[src/rtl/slice_controller.sv]
// Frame-rate slice sequencer: detects a fast katana swipe through the active
// fruit hitbox, freezes the slice angle via split_out and keeps the score.
module slice_controller #(
    parameter int FRUIT_SIZE  = 64,
    parameter int SPEED_MIN   = 16,
    parameter int HOLD_FRAMES = 60
) (
    input  logic        clk_in,
    input  logic        rst_in,
    input  logic [10:0] hcount_in,
    input  logic [9:0]  vcount_in,
    input  logic [10:0] katana_x,
    input  logic [9:0]  katana_y,
    input  logic [10:0] fruit_x,
    input  logic [9:0]  fruit_y,
    input  logic        fruit_active,
    output logic        split_out,
    output logic        slice_pulse,
    output logic [7:0]  score_out,
    output logic [1:0]  state_out
);

    // state      | meaning
    // IDLE       | no fruit tracked
    // ARMED      | fruit on screen, waiting for a fast hit
    // SPLIT      | cut angle frozen, minimum hold running
    // WAIT_CLEAR | hold done, waiting for the fruit to leave
    localparam logic [1:0] IDLE       = 2'd0;
    localparam logic [1:0] ARMED      = 2'd1;
    localparam logic [1:0] SPLIT      = 2'd2;
    localparam logic [1:0] WAIT_CLEAR = 2'd3;

    localparam logic [11:0] SPEED_MIN_W = 12'(SPEED_MIN);
    localparam logic [11:0] FRUIT_W     = 12'(FRUIT_SIZE);
    localparam logic [7:0]  HOLD_INIT   = 8'(HOLD_FRAMES - 1);

    logic [1:0]  state_q, state_d;
    logic [7:0]  hold_q, hold_d;
    logic [7:0]  score_q, score_d;
    logic        pulse_q, pulse_d;
    logic        split_q;
    logic [10:0] prev_x_q, prev_x_d;
    logic [9:0]  prev_y_q, prev_y_d;
    logic        prev_valid_q, prev_valid_d;

    logic        frame_tick;
    logic [11:0] kx, ky, px, py, fx, fy;
    logic [11:0] dx, dy, speed;
    logic        fast, hit;

    assign frame_tick = (hcount_in == 11'd1024) && (vcount_in == 10'd768);

    assign kx = {1'b0, katana_x};
    assign ky = {2'b0, katana_y};
    assign px = {1'b0, prev_x_q};
    assign py = {2'b0, prev_y_q};
    assign fx = {1'b0, fruit_x};
    assign fy = {2'b0, fruit_y};

    assign dx    = (kx >= px) ? (kx - px) : (px - kx);
    assign dy    = (ky >= py) ? (ky - py) : (py - ky);
    assign speed = dx + dy;
    assign fast  = prev_valid_q && (speed >= SPEED_MIN_W);
    assign hit   = (kx >= fx) && (kx < fx + FRUIT_W) &&
                   (ky >= fy) && (ky < fy + FRUIT_W);

    always_comb begin
        state_d      = state_q;
        hold_d       = hold_q;
        score_d      = score_q;
        pulse_d      = 1'b0;
        prev_x_d     = prev_x_q;
        prev_y_d     = prev_y_q;
        prev_valid_d = prev_valid_q;
        if (frame_tick) begin
            prev_x_d     = katana_x;
            prev_y_d     = katana_y;
            prev_valid_d = 1'b1;
            case (state_q)
                IDLE: begin
                    if (fruit_active) state_d = ARMED;
                end
                ARMED: begin
                    // losing the fruit wins over a coincident hit
                    if (!fruit_active) begin
                        state_d = IDLE;
                    end else if (hit && fast) begin
                        state_d = SPLIT;
                        hold_d  = HOLD_INIT;
                        pulse_d = 1'b1;
                        if (score_q != 8'hFF) score_d = score_q + 8'd1;
                    end
                end
                SPLIT: begin
                    if (hold_q == 8'd0) begin
                        state_d = fruit_active ? WAIT_CLEAR : IDLE;
                    end else begin
                        hold_d = hold_q - 8'd1;
                    end
                end
                default: begin
                    if (!fruit_active) state_d = IDLE;
                end
            endcase
        end
    end

    always_ff @(posedge clk_in) begin
        if (rst_in) begin
            state_q      <= IDLE;
            hold_q       <= 8'd0;
            score_q      <= 8'd0;
            pulse_q      <= 1'b0;
            split_q      <= 1'b0;
            prev_x_q     <= 11'd0;
            prev_y_q     <= 10'd0;
            prev_valid_q <= 1'b0;
        end else begin
            state_q      <= state_d;
            hold_q       <= hold_d;
            score_q      <= score_d;
            pulse_q      <= pulse_d;
            split_q      <= (state_d == SPLIT) || (state_d == WAIT_CLEAR);
            prev_x_q     <= prev_x_d;
            prev_y_q     <= prev_y_d;
            prev_valid_q <= prev_valid_d;
        end
    end

    assign split_out   = split_q;
    assign slice_pulse = pulse_q;
    assign score_out   = score_q;
    assign state_out   = state_q;

endmodule

[config.mk]
export PLATFORM = sky130hd
export DESIGN_NAME = slice_controller
export DESIGN_NICKNAME = d
export VERILOG_FILES = /design/src/rtl/slice_controller.sv
export SDC_FILE = /design/constraint.sdc
export NUM_CORES = 1
export LEC_CHECK = 0
export ABC_AREA = 1
export CAP_MARGIN = 20
export CELL_PAD_IN_SITES_DETAIL_PLACEMENT = 0
export CELL_PAD_IN_SITES_GLOBAL_PLACEMENT = 2
export CORE_MARGIN = 2
export CORE_UTILIZATION = 28
export DETAILED_ROUTE_END_ITERATION = 16
export PLACE_DENSITY = 0.86
export SLEW_MARGIN = 10
export SYNTH_ARGS = -nofsm -noshare
export SYNTH_HDL_FRONTEND = slang
export SYNTH_SLANG_ARGS = --single-unit
[constraint.sdc]
create_clock -name clk_in -period 4.1 [get_ports clk_in]
set_clock_uncertainty 0.1 [all_clocks]
set_input_delay 0.41 -clock clk_in [delete_from_list [all_inputs] [get_ports clk_in]]
set_output_delay 0.41 -clock clk_in [all_outputs]
set_load 0.005 [all_outputs]
==> results.md, run 1 <==
- Slowest stage cell, crit path: fa_2
- DRC: 0
- Clock buffer depth: 2
- Hold buffer count at cts: 0
- Detailed Place HPWL: 14000 um
- Die area: 21600 sq um
- Crit path max fanout: 8
- Routed len/inst: roughly 12 um
- Post-Route WL: 17100 um
- 1st-iter DRT viols: 138
- Maximum vdd ir drop: approximately 0.14 mV
- Met2 GRT Util: 28.7%
- GRT overflow: 0
- Period utilisation layout: 100%
- Area growth syn-to-layout: 49.7%
- CTS tree: done
- Finished Core Util: between 40% and 50%
- Root buf cell: clkbuf_16
- Crit-path max cell delay: 390 ps
- Pin count of the biggest net entering global routing: 44
- Number of global-route vias before repair: ~6.3k
- Worst R2R Path Depth: 27
- Outcome: complete, but fails checks
- Worst slew margin: 44.1%
- Antenna violations before repair: 2
- Die Height: 147 um
- CP Capture Type: flip-flop
- Worst r2r dst: hold_q[6]
- Vias/cell: 4.52
- Routability cong.: 0.879
- Clk_lat worst skew: around 300 ps
- R2r setup slk: -10 ps
- Req. time, crit path: between 4000 and 5000 ps
- Final setup viols: 4
- Hold Violations, Final: 0
- Antenna-violating nets left: 0
- Slew @ Worst Pin: 837 ps
- Fin crit period: 4110 ps
- P_leak: a little over 0.004 uW
- Tot GR Track Use: between 15 and 20%
- Crit path DAT: 4250 ps
- Failing checks: setup timing
- Synth top area share: between 10% and 20%
- Met3 Use GR: 2.52%
- Final net count: 1271
- Fill count: 2114
- Synthesized flop and latch total: 42
- Syn avg cell area: 6.41 sq um
- Clock-pin slew on the worst setup and hold paths: 70 ps
- Die width: approximately 150 um
- Share of cells above drive strength 1: 26.5%
- Global route hottest layer: met2
- Critical Path Start: prev_x_q[0]
- RSZ-0062 raised after global routing: yes
- Pwr/cell area: about 200 nW/um^2
- Setup CP Type: reg -> reg
- Final hold slack: ~340 ps
- Port-buffer cells: 77
- Floorplan row count: 52
- Hold Path Class: in -> reg
- Syn_nets: between 1k and 1.5k
- Via count: 6249
- H-tree depth: 2
- Max-cap violations: 0
- CORE AREA: roughly 20000 sq um
- Synth top area cells: ha_1, dfxtp_1, inv_1
- Worst Setup EP: hold_q[6]
- Critical Path Most Common Cell: inv_2
- Sink Count: 42
- Synth unique cells: 44
- PnR worst setup slack: -12.5 ps
- Initial Utilization: 28.4%
- Mapped Cells: a little under 900
- Worst R2R Start: prev_x_q[0]
- Synth area leader: ha_1
- Drt pass-1 iters: 5
- Ys Warns: 0
- Fmax: 243 MHz
- Place WS: -841 ps
- Met1 GRT Util: 19.8%
- Number of I/O pins: 78
- Fin. max-slew vios: 0
- Critical Path Start Type: flip-flop
- First-pass GRT wire length: 28600 um
- Synthesized area: 5710 sq um
- Num CTS Buffers: 5
- Sequential fraction of the synthesis area: 14.7%
-- cell type report --
class                   instances  area [sq um]  area share (%)
well taps                     270           338            3.95
repair buffers                227          1890            22.1
clock inverters                 3          27.5           0.322
diodes                          1          2.50          0.0293
multi-input cells             657          4650            54.3
inverters                     179           674            7.89
flip-flops and latches         42           843            9.86
clock buffers                   5           125            1.46
-- cells by family (layout without fill, tap and decap cells) --
group / count (synthesis) / count (layout) / share of synthesized area [%]
xor gates and xnor gates: 31 / 31 / 4.75
muxes: 2 / 2 / 0.351
DFF: 42 / 42 / 14.7
AOI/OAI and AO/OA: 168 / 168 / 16.4
buffers and inverters: 194 / 414 / 13.0
adders and majority gates: 93 / 93 / 21.0
other: 0 / 1 / 0
and+or+nand+nor: 361 / 363 / 29.7
-- metrics by stage --
stage | std cells | total power (uW) | cell area (sq um) | TNS [ps]
final | 1384 | 1710 | 8550 | -29.8
after floorplan | 891 | 844 | 5710 | 0
after global routing | 1383 | 1850 | 8550 | -6430
after CTS | 1380 | 1690 | 8370 | 0
after detailed placement | 1358 | 1170 | 7760 | -15240
after global placement | 1358 | 1180 | 7760 | -13720
-- state kept, by name (all words and copies together), names as in the netlist --
register,count
slice_pulse,1
split_out,1
hold_q,8
prev_y_q,10
prev_valid_q,1
state_out,2
score_out,8
prev_x_q,11
-- worst min path at each step --
stage                     slack (ps)  cells after the start          from           end
after global placement           360                      1  prev_valid_q  prev_valid_q
after floorplan                  340                      1  prev_valid_q  prev_valid_q
after CTS                        380                      2     hold_q[7]     hold_q[7]
final                            340                      3   katana_x[0]   prev_x_q[0]
after global routing             390                      3   katana_x[0]   prev_x_q[0]
after detailed placement         360                      1  prev_valid_q  prev_valid_q
-- cell usage in the layout, fill, tap and decap left out, drive strengths merged, types with 7 or more instances in the layout --
cell type        n
nor3             7
xnor2           10
nand4           21
o21ai           53
nor2            66
nand3           60
buf            151
dlygate4sd2     19
nor4             7
inv            178
dfxtp           42
a21oi           89
nand2          194
ha              88
clkdlybuf4s50   56
xor2            21
-- cells in the mapped netlist, drive strengths merged --
cell type	instances
a21oi	89
nor4	7
a31oi	2
nor2	66
inv	176
or2	3
mux2i	2
nand3b	2
a211oi	2
nand2	192
fa	5
dfxtp	42
clkbuf	9
o211ai	6
o21bai	5
a221oi	3
o21a	3
a22oi	1
a21o	1
o41ai	1
and3	2
nand3	60
nor3	7
o21ai	53
nand4	21
o31ai	2
and2	1
xnor2	10
clkinv	3
ha	88
buf	6
xor2	21
-- worst max-delay path, delay by kind of cell, from the launching register on --
kind / cells / cell delay, ps
AOI/OAI and AO/OA: 2 / 420
xor gates and xnor gates: 2 / 340
adders and majority gates: 3 / 790
buffers and inverters: 6 / 440
DFF: 1 / 350
and+or+nand+nor: 14 / 1590
-- layer usage --
metal  part of all wire, %  routed length [um]  vias up
met2                    49                8310       84
met1                    47                7940     2810
met5                 0.076                  13        -
li1                      -                   -     3334
met3                   3.1                 521       19
met4                   1.6                 273        2
-- power by group --
part / leakage (uW) / total [uW] / internal, uW / switching, uW
logic: 0.00367 / 870 / 422 / 447
clock network: 0.0000723 / 434 / 233 / 201
registers: 0.000339 / 407 / 407 / 0.000252
-- what timing repair did --
| action | CTS | global route |
|---|---|---|
| resized for setup | 104 | 40 |
| pin swaps | 40 | 29 |
| setup buffers | 12 | 3 |
| gates cloned | 2 | 0 |
| setup endpoints to repair | 20 | 20 |
(Power assumes the default switching activity.)
==> run 2: changes to the inputs <==
Settings changed: CTS_BUF_LIST set to sky130_fd_sc_hd__clkbuf_4 sky130_fd_sc_hd__clkbuf_8.
==> results.md, run 2 (synthesized netlist as in run 1, its figures left out) <==
- PnR worst setup slack: 46.6 ps
- Worst hold path cell count: 3
- Clock buffer depth: 2
- Root buf cell: clkbuf_8
- Fmax: 247 MHz
- Final setup viols: 0
- GRT overflow: 0
- Crit path DAT: between 4000 and 5000 ps
- Storage cell area: 843 sq um
- Setup CP Type: in -> reg
- Max reg flops: 11
- Number of global-route vias before repair: 6247
- H-tree depth: 2
- Period utilisation layout: about 100%
- Vias/cell: 4.49
- Final net count: 1271
- Critical Path Start Type: input pin
- Worst slew margin: 42.6%
- Outcome: finished clean
- DRC: 0
- Floorplan row count: 52
- Worst r2r dst: hold_q[2]
- Die width: ~150 um
- Req. time, crit path: approximately 4300 ps
- Area growth syn-to-layout: 48.6%
- Biggest registers after layout: prev_x_q: 11 flops, prev_y_q: 10 flops
- R2r setup slk: 60 ps
- Routed len/inst: 12.3 um
- Number of I/O pins: 78
- Commonest non-fill, non-tap cells in the layout: nand2_1, inv_1, buf_4
- Fill count: ~2.1k
- CP Capture Type: flip-flop
- Final hold slack: 320 ps
- Routability cong.: 0.879
- Hold Violations, Final: 0
- Crit path max fanout: 8
- CP Buf/Inv Count: 7
- Met2 wire length: 8240 um
- Antenna-violating nets left: 0
- Slew @ Worst Pin: 860 ps
- Share of cells above drive strength 1: between 20% and 30%
- Sink Count: 42
- Fin crit period: 4050 ps
- RSZ-0062 raised after global routing: yes
- Top Family by Delay on Critical Path: simple AND/OR/NAND/NOR gates
- Detailed Place HPWL: 14000 um
- Worst R2R Start: prev_x_q[0]
- Clock-pin slew on the worst setup and hold paths: 110 ps
- Via count: 6220
- Uppermost routed layer: met5
- Slowest stage cell, crit path: dlygate4sd2_1
- CTS tree: done
- 1st-iter DRT viols: 134
- Crit-path max cell delay: 320 ps
- Min-delay src: katana_x[0]
- Pin count of the biggest net entering global routing: 44
- Num CTS Buffers: 5
- Clk_lat worst skew: 330 ps
- Post-Route WL: 17000 um
- Maximum vdd ir drop: 0.125 mV
- Most common cell after layout, fill and taps aside: nand2_1
- Drt pass-1 iters: 5
- Die area: 21600 sq um
- Wl on met1: 7890 um
- Pwr/cell area: 188 nW/um^2
- Max-cap violations: 0
- Met3 WL: approximately 550 um
- Port-buffer cells: 77
- Critical Path Most Common Cell: a21oi_2
- Finished Core Util: 42.2%
- Die Height: 147 um
- Hold Crit Endpoint: prev_x_q[0]
- Worst R2R Path Depth: 28
- First-pass GRT wire length: 28600 um
- Initial Utilization: 28.4%
- Footprint of the multi-input gates: 4640 sq um
- Antenna violations before repair: 2
- CORE AREA: 20100 sq um
- P_leak: 0.00405 uW
- Fin. max-slew vios: 0
- Tot GR Track Use: 15.9%
- Hold Path Class: in -> reg
- Largest Register: prev_x_q
- Place WS: -841 ps
-- run 2: power breakdown --
part           internal, uW  switching, uW  total [uW]
Combinational           428            449         877
Sequential              408       0.000253         408
Clock                   127            187         313
Total                   962            636        1600
-- run 2: worst max path at each step --
stage / start / endpoint / slack (ps) / depth (start not counted)
final: katana_x[8] / hold_q[2] / 50 / 29
after global routing: prev_x_q[0] / hold_q[0] / -290 / 28
after CTS: katana_x[7] / hold_q[6] / 3 / 28
after detailed placement: katana_x[0] / hold_q[1] / -840 / 29
after global placement: katana_x[0] / hold_q[4] / -750 / 29
after floorplan: katana_x[0] / hold_q[4] / 0.3 / 30
-- run 2: worst reg2reg max path: cells and delay by family, from the launching register on --
kind / cells / cell delay, ps
buffers and inverters: 4 / 280
DFF: 1 / 360
adders and majority gates: 3 / 780
xor gates and xnor gates: 2 / 330
AOI/OAI and AO/OA: 4 / 490
and+or+nand+nor: 15 / 1650
-- run 2: final cells by class --
| class | count | share of cell area [%] |
|---|---|---|
| Antenna cell | 1 | 0.0295 |
| Inverter | 179 | 7.95 |
| Tap cell | 270 | 3.98 |
| Sequential cell | 42 | 9.94 |
| Multi-Input combinational cell | 657 | 54.7 |
| Timing Repair Buffer | 227 | 22.3 |
| Clock inverter | 3 | 0.324 |
| Clock buffer | 5 | 0.811 |
-- run 2: metrics by stage --
| step | cell area, sq um | std cells | power, uW | setup TNS (ps) |
|---|---|---|---|---|
| 4_1_cts | 8290 | 1379 | 1570 | 0 |
| 5_1_grt | 8480 | 1383 | 1740 | -4830 |
| 3_3_place_gp | 7760 | 1358 | 1180 | -13720 |
| 6_report | 8490 | 1384 | 1600 | 0 |
| 3_5_place_dp | 7760 | 1358 | 1170 | -15240 |
| 2_1_floorplan | 5710 | 891 | 844 | 0 |
-- run 2: what timing repair did --
item / 4_1_cts / 5_1_grt
pin swaps: 40 / 29
endpoints found under the hold margin: 0 / 0
setup buffers: 11 / 4
hold buffers: 0 / 0
endpoints found under the setup margin: 20 / 20
gates resized for setup: 100 / 42
cloned: 2 / 0
-- run 2: per-layer routing --
metal,global-route usage [%],vias up
li1,-,3331
met1,19.8,2789
met2,28.7,76
met3,2.52,22
met4,4.22,2
met5,0,-
==> run 3: changes to the inputs <==
Settings changed: ABC_AREA 1 to unset, CORE_UTILIZATION 28 to 29, TNS_END_PERCENT set to 10.
==> results.md, run 3 <==
- Outcome: complete, but fails checks
- Failing checks: setup timing
- Sequential fraction of the synthesis area: 16.4%
- Place WS: -1090 ps
- Sw frac: between 30% and 40%
- Clock buffer depth: 2
- Drt pass-1 iters: 4
- Commonest non-fill, non-tap cells in the layout: buf_4, inv_1, a21oi_1
- Finished Core Util: between 40% and 50%
- Slowest stage cell, crit path: ha_2
- Overall power: 1590 uW
- Synthesized area: 5120 sq um
- Crit path max fanout: 8
- Die Height: roughly 140 um
- CTS tree: done
- Cell count after placement: 1100
- Pwr/cell area: 201 nW/um^2
- PnR worst setup slack: -351 ps
- Die area: about 19000 sq um
- Critical Path Start Type: input pin
- Hold buffer count at cts: 0
- Vias/cell: 4.89
- Sequential group share of total power: 25.6%
- CORE AREA: 17300 sq um
- Hold Path Class: reg -> reg
- P_leak: about 0.0034 uW
- Post-synth EDFFs: 0
- Met2 wire length: around 7200 um
- Die width: 137 um
- Post-synth top cells: inv_1, ha_1, a21oi_1
- Port-buffer cells: 77
- Antenna-violating nets left: 0
- Antenna cells: 0
- Syn_nets: 848
- Via count: around 5.5k
- Setup CP Type: in -> reg
- 1st-iter DRT viols: 195
- Max reg flops: 11
- Worst slew margin: 33.0%
- Share of total power in the clock network: 22.2%
- Number of global-route vias before repair: 5391
- Detailed Place HPWL: 12400 um
- Synth top area share: between 20% and 30%
- Fin. max-slew vios: 0
- Sink Count: 42
- Fin cells: 1124
- Floorplan row count: 48
- Syn avg cell area: about 7.4 sq um
- Antenna violations before repair: 0
- Ys Warns: 0
- Wl on met1: 7630 um
- Clk_lat worst skew: approximately 320 ps
- Mapped Cells: 689
- Number of I/O pins: 78
- Post-synth ARST share: 0%
- Share of cells above drive strength 1: around 29%
- Routed len/inst: approximately 14 um
- Sw Pwr: roughly 570 uW
- Biggest registers after layout: prev_x_q: 11 flops, prev_y_q: 10 flops
- Most common flop cell mapped by yosys: dfxtp_1
- Fmax: 225 MHz
- RSZ-0062 raised after global routing: yes
- Internal power: between 1000 and 1500 uW
- Max-cap violations: 0
- Most common cell after layout, fill and taps aside: buf_4
- Post-Route WL: around 16000 um
- Period utilisation layout: 109%
- Synthesized flop and latch total: 42
- First-pass GRT wire length: 25500 um
- DRC: 0
- Gate power share: a little over half
- Clock-pin slew on the worst setup and hold paths: about 100 ps
- Synth area leader: ha_1
- Fin crit period: 4450 ps
- CP Buf/Inv Count: 7
- CP Capture Type: flip-flop
- Pin count of the biggest net entering global routing: 27
- Area growth syn-to-layout: 54.8%
- Routability cong.: 0.913
- Crit path DAT: roughly 4600 ps
- Maximum vdd ir drop: 0.123 mV
- Initial Utilization: just under 30%
- H-tree depth: 2
- Top Family by Delay on Critical Path: compound AO/OA/AOI/OAI gates
- Synth top area cells: ha_1, dfxtp_1, a21oi_1
- Final setup viols: 20
- Slew @ Worst Pin: approximately 1000 ps
- Met3 WL: approximately 410 um
- Num CTS Buffers: 5
- Count leader, synth: inv_1
- GRT overflow: 0
- Root buf cell: clkbuf_8
- Uppermost routed layer: met4
- Hold Violations, Final: 0
- Req. time, crit path: 4220 ps
- Tot GR Track Use: 16.8%
- Final net count: 1057
- Crit-path max cell delay: 360 ps
- Largest Register: prev_x_q
- Post-route setup TNS: -5360 ps
- Synth unique cells: 60
[run 3: cell count changes after synthesis, sizes merged, moves of 10 or more]
cell	change
a21o	+13
clkbuf	+10
nor2	-32
o21ai	-21
inv	-83
xor2	-13
nand2	-120
mux2i	+13
nor2b	+10
nand3	-42
nand4	-10
[run 3: through the flow]
stage | cell area (sq um) | hold slack [ps]
global route | 7930 | 412
finish | 7930 | 381
detailed placement | 7200 | 367
CTS | 7620 | 380
global placement | 7200 | 359
floorplan | 5260 | 341
[run 3: cell families (layout without fill, tap and decap cells)]
group / count (synthesis) / after routing / synth area share, %
AO/OA/AOI/OAI: 194 / 194 / 24.2
XOR/XNOR: 28 / 28 / 5.08
adder cells (fa/ha/maj): 93 / 93 / 23.5
buffers and inverters: 115 / 325 / 8.50
flip-flops: 42 / 42 / 16.4
multiplexers: 17 / 17 / 3.37
AND/OR/NAND/NOR: 200 / 200 / 19.0
[run 3: tightest hold or removal path: stages, from the launching register on]
cell	delay (ps)
dfxtp_1	340
nand2_1	60
a21oi_1	50
[run 3: layout make-up]
type | count | area, sq um
fill | 1744 | 9370
multi-input combinational | 532 | 4430
timing repair buffer | 224 | 1900
sequential | 42 | 851
inverter | 93 | 357
tap | 225 | 282
clock buffer | 5 | 68.8
clock inverter | 3 | 45.0
[run 3: final timing paths]
| check | slack [ps] | depth (start not counted) | from | to |
|---|---|---|---|---|
| hold / removal | 380 | 2 | prev_x_q[4] | prev_x_q[4] |
| hold reg to reg | 380 | 2 | prev_x_q[4] | prev_x_q[4] |
| setup / recovery | -350 | 25 | katana_x[0] | score_out[1] |
| setup reg to reg | -340 | 23 | prev_x_q[0] | score_out[1] |
[run 3: timing repair]
item,CTS,global route
pin swaps,46,40
endpoints found under the setup margin,20,20
buffers inserted,9,6
resized for setup,81,51
[run 3: per-layer routing]
layer	vias up	global-route usage, %
li1	2828	-
met5	-	0
met2	86	27.9
met1	2572	23.1
met3	13	2.00
met4	0	4.58
[run 3: power groups by stage]
stage / clock network (uW) / logic (uW) / registers, uW
CTS: 363 / 747 / 408
finish: 354 / 832 / 407
global placement: 0 / 712 / 417
floorplan: 0 / 403 / 417
global route: 382 / 911 / 408
detailed placement: 0 / 707 / 417
